File: src/rtl/fft_pkg.sv
// fft_pkg: complex sample type, Q1.15 constants and the HALF-bit reduction helpers.
// Define IBFLY_SAT_EN to make the reductions saturate. Leave it undefined to get two's-complement wrap.
package fft_pkg;
  localparam int HALF = 16;
  localparam int QF = HALF - 1;
  localparam logic signed [33:0] RND = 34'sd1 <<< (QF - 1);
  typedef struct packed {
    logic signed [HALF-1:0] re, im;
  } cplx_t;
  function automatic logic signed [HALF-1:0] sat_or_wrap(input logic signed [33:0] v);
`ifdef IBFLY_SAT_EN
    return (v > ((34'sd1 <<< QF) - 34'sd1)) ? HALF'((34'sd1 <<< QF) - 34'sd1) :
           (v < -(34'sd1 <<< QF)) ? HALF'(-(34'sd1 <<< QF)) : HALF'(v);
`else
    return HALF'(v);
`endif
  endfunction
  // Rounded halving, (v+1)>>>1, followed by the reduction back to HALF bits
  function automatic logic signed [HALF-1:0] half_rnd(input logic signed [33:0] v);
    return sat_or_wrap((v + 34'sd1) >>> 1);
  endfunction
endpackage

File: src/rtl/cmul_conj_rnd.sv
// cmul_conj_rnd: registered d*conj(w) product stage with a combinational Q1.15 round/reduce on its output.
module cmul_conj_rnd (
  input  logic        clk,
  input  logic        rst_n,
  input  logic        en,
  input  logic [31:0] d,
  input  logic [31:0] w,
  output logic [31:0] b
);
  import fft_pkg::*;
  cplx_t dc, wc;
  logic signed [32:0] br_f, bi_f;
  assign dc = d;
  assign wc = w;
  always_ff @(posedge clk or negedge rst_n) begin
    if (!rst_n) begin
      br_f <= '0;
      bi_f <= '0;
    end else if (en) begin
      br_f <= 33'(32'(dc.re) * 32'(wc.re)) + 33'(32'(dc.im) * 32'(wc.im));
      bi_f <= 33'(32'(dc.im) * 32'(wc.re)) - 33'(32'(dc.re) * 32'(wc.im));
    end
  end
  assign b = {sat_or_wrap((34'(br_f) + RND) >>> QF), sat_or_wrap((34'(bi_f) + RND) >>> QF)};
endmodule

File: src/rtl/ibutterfly_pipe.sv
// ibutterfly_pipe: 3-stage radix-2 inverse butterfly, A=(X0+X1)/2 and B=((X0-X1)/2)*conj(W), valid/ready on both sides.
// The IBFLY_SAT_EN macro selects saturating rather than wrapping reductions. Timing is identical in both builds.
module ibutterfly_pipe #(
  parameter int WIDTH = 32
) (
  input  logic             clk,
  input  logic             rst_n,
  input  logic             in_valid,
  output logic             in_ready,
  input  logic [WIDTH-1:0] x0,
  input  logic [WIDTH-1:0] x1,
  input  logic [WIDTH-1:0] w,
  output logic             out_valid,
  input  logic             out_ready,
  output logic [WIDTH-1:0] a_out,
  output logic [WIDTH-1:0] b_out
);
  import fft_pkg::*;
  logic v1, v2, v3, adv;
  cplx_t xa, xb, a_n, dh_n, a1, a2, dh1, bq;
  logic [WIDTH-1:0] w1;
  // The whole pipe moves in lockstep: it stalls only when the output register is full and not taken
  assign adv = !v3 || out_ready;
  assign in_ready = adv;
  assign out_valid = v3;
  assign xa = x0;
  assign xb = x1;
  assign a_n = {half_rnd(34'(xa.re) + 34'(xb.re)), half_rnd(34'(xa.im) + 34'(xb.im))};
  assign dh_n = {half_rnd(34'(xa.re) - 34'(xb.re)), half_rnd(34'(xa.im) - 34'(xb.im))};
  cmul_conj_rnd u_cmul (
    .clk(clk),
    .rst_n(rst_n),
    .en(adv),
    .d(dh1),
    .w(w1),
    .b(bq)
  );
  always_ff @(posedge clk or negedge rst_n) begin
    if (!rst_n) begin
      v1 <= 1'b0;
      v2 <= 1'b0;
      v3 <= 1'b0;
      a1 <= '0;
      a2 <= '0;
      dh1 <= '0;
      w1 <= '0;
      a_out <= '0;
      b_out <= '0;
    end else if (adv) begin
      v1 <= in_valid;
      v2 <= v1;
      v3 <= v2;
      a1 <= a_n;
      dh1 <= dh_n;
      w1 <= w;
      a2 <= a1;
      a_out <= a2;
      b_out <= bq;
    end
  end
endmodule

File: config.mk
export PLATFORM = sky130hd
export DESIGN_NAME = ibutterfly_pipe
export DESIGN_NICKNAME = d
export VERILOG_FILES = /design/src/rtl/fft_pkg.sv /design/src/rtl/cmul_conj_rnd.sv /design/src/rtl/ibutterfly_pipe.sv
export SDC_FILE = /design/constraint.sdc
export NUM_CORES = 2
export LEC_CHECK = 0
export ABC_AREA = 1
export CORE_UTILIZATION = 45
export DETAILED_ROUTE_END_ITERATION = 6
export GPL_TIMING_DRIVEN = 0
export HOLD_SLACK_MARGIN = 0.06
export PLACE_DENSITY = 0.6
export SYNTH_ARGS = -nofsm -noshare
export SYNTH_HDL_FRONTEND = slang
export SYNTH_SLANG_ARGS = --single-unit
File: constraint.sdc
create_clock -name clk -period 7.5 [get_ports clk]
set_input_delay 1.5 -clock clk [delete_from_list [all_inputs] [get_ports clk]]
set_output_delay 1.5 -clock clk [all_outputs]
set_load 0.02 [all_outputs]
==> run metrics <==
synthesis-to-finish area growth 11.9%; Final #Nets around 8400; Finished Layout Cells between 8000 and 9000; final WL ~200 mm; Die W between 300 and 400 um; r2r worst-path depth 23; sequential share of the synthesized area 0.108; Yosys top cell area share 0.425; reg-to-reg endpoint u_cmul.br_f[18]; synthesized flop and latch total between 200 and 250; Req. time, crit path between 7 and 8 ns; Hold Crit Start a1[18]; GP Congestion 1.05; CTS tree done; Sink Count approximately 230; post-route ant nets 0; largest net degree at the start of global routing roughly 110; Post-CTS Hold Buffers 0; GRT overflow 0; Fmax around 130 MHz; Ys Warns 0; most frequent cell after synthesis inv_1; Final Hold Viols 0; Top cell by count, worst path fa_1; Final Max Tran Viols 11; PortBufs 165; DR WL/cell 24.0 um; most frequent cells after synthesis inv_1, nand2_1, fa_1; Iter 0 DRT Violations between 3000 and 4000; Netlist cell types 47; maxcap violations 2; area leader, netlist fa_1; DR pass1 iterations 6; CTS H-tree lvls 1; Clock Path Buffers 3; synthesized area ~53000 sq um; hpwl dp roughly 160 mm; CTS buffer count 27; Post-synth EDFFs 0; Setup Skew between 0.06 and 0.07 ns; first-pass GRT wire length 292 mm; Hold Path Depth 2; setup violation total in the final timing report 0; Final min period between 7 and 8 ns; Post-synth top flop dfrtp_1; reg-to-reg critical path startpoint dh1[17]; Synth area leaders fa_1, inv_1, nand2_1; gr usage total 0.348; Core Region around 120000 sq um; total vias in the final route between 40000 and 50000; clock tree root driver cell clkbuf_16; RSZ-0062 raised after global routing true; Inst Count DP about 8300; CP Class reg -> reg; crit end category flip-flop; Hold WS 0.458 ns; DRC errors left 0; pin slew with the least headroom to its limit between 1.5 and 2 ns; Post-Route M1 WL just under 80 mm; die height ~340 um; Starting Density 0.455; Tcrit/Tclk final 0.993; crit-path max cell delay approximately 0.60 ns; Via-to-Cell Ratio 5.21; clock-pin slew on the worst setup and hold paths ~0.060 ns; outcome finished, violations left; IO Pins between 150 and 200; Met2 Wirelength approximately 90 mm; r2r setup slk 0.05 ns; Worst Hold Class reg -> reg; WL met3 about 22 mm; Syn Nets between 8000 and 9000; Avg Inst Size Synth about 8.0 sq um; Async SR Flop Fraction 1.00; CP startpoint kind flip-flop; vias in the first global route 44200; Worst Path Arrival about 8 ns; Rel. slew slack -0.0875; FP Rows 125; critical path peak fanout 10; CP cell instances clkbuf_4, nand2_1, fa_1, inv_1, fa_1, inv_1, fa_1, fa_1, inv_1, fa_1, fa_1, fa_1, inv_1, fa_1, inv_1, ha_1, a21oi_1, o21ai_0, a21oi_1, nand2_1, a21o_1, xnor2_1, o21ai_0; worst hold path endpoint a2[18]; initial antenna violation count 8; Die Area approximately 120000 sq um; share of post-route cells with drive strength above 1 0.0749; Max stage delay cell, worst path fa_1; DR top layer met5; worst skew pair latency between 0.6 and 0.7 ns; failing checks max-capacitance violations, max-slew violations; synthesized instance count 6619
[critical path: cells and delay by family (launching register included)]
kind	cells	cell delay, ns
flip-flops	1	0.55
AND/OR/NAND/NOR	2	0.34
AO/OA/AOI/OAI	5	0.90
XOR/XNOR	1	0.43
buffers and inverters	6	0.64
adder cells (fa/ha/maj)	9	4.36
[worst max path at each step]
stage	slack, ns	end	from	cells past startpoint
4_1_cts	0.0007	u_cmul.bi_f[24]	w1[3]	24
6_report	0.05	u_cmul.br_f[18]	dh1[17]	23
3_3_place_gp	-5.98	u_cmul.bi_f[15]	rst_n	1
5_1_grt	-0.02	u_cmul.br_f[20]	w1[15]	26
2_1_floorplan	0.70	u_cmul.bi_f[24]	dh1[31]	24
3_5_place_dp	-1.69	u_cmul.br_f[23]	w1[19]	24
[sequential cells by signal, indices dropped and copies added (netlist names)]
register	count
out_valid	1
v1	1
a2	32
a_out	32
u_cmul.bi_f	17
v2	1
u_cmul.br_f	17
b_out	32
w1	32
a1	32
dh1	32
[timing repair]
item | CTS | global route
setup buffers | 31 | 18
pin swaps | 4 | 22
gates cloned | 0 | 1
setup endpoints to repair | 34 | 33
gates resized for setup | 326 | 363
[cell usage in the layout (no fill, tap or decap), types with 19 or more instances in the layout]
master	count
a21o_1	21
a21oi_1	111
a31oi_1	24
buf_2	20
buf_4	78
clkbuf_1	56
clkbuf_16	28
clkbuf_2	54
clkbuf_4	53
clkdlybuf4s50_1	164
dfrtp_1	188
dfrtp_2	30
fa_1	1110
ha_1	364
inv_1	1985
nand2_1	1666
nand2_2	19
nand3_1	121
nand4_1	32
nor2_1	162
nor2_2	19
o21ai_0	174
or2_2	23
xor2_1	48
[per-stage QoR]
| stage | TNS (ns) | utilization | instance area [sq um] | setup WS [ns] |
|---|---|---|---|---|
| 4_1_cts | 0 | 0.501 | 58300 | 0.000718 |
| 3_3_place_gp | -1384.88 | 0.485 | 56500 | -5.98 |
| 5_1_grt | -0.0917 | 0.509 | 59200 | -0.0227 |
| 3_5_place_dp | -39.43 | 0.486 | 56600 | -1.69 |
| 6_report | 0 | 0.509 | 59200 | 0.0529 |
| 2_1_floorplan | 0 | - | 52900 | 0.696 |
[metal layers]
layer,up-vias,track usage
li1,19200,-
met1,21900,0.451
met2,2038,0.531
met3,462,0.0987
met4,2,0.177
met5,-,0
[layout make-up]
class / instances / area [sq um]
diodes: 4 / 10.0
clock buffers: 34 / 762
plain buffers: 248 / 1650
multi-input cells: 4098 / 39200
repair buffers: 217 / 2160
inverters: 1998 / 7530
well taps: 1524 / 1910
flip-flops and latches: 229 / 5810
clock inverters: 16 / 184
fillers: 11600 / 57200
[kinds of logic after synthesis]
logic type               count (synthesis)  share of synthesized area
buffers and inverters                 2292                      0.163
adder cells (fa/ha/maj)               1507                      0.515
XOR/XNOR                                71                     0.0117
flip-flops                             229                      0.108
AND/OR/NAND/NOR                       2105                      0.158
AO/OA/AOI/OAI                          415                     0.0434
Power is left out: the tool's default activity adds up to more than one toggle a clock period on the data nets, which glitch-free logic cannot reach.
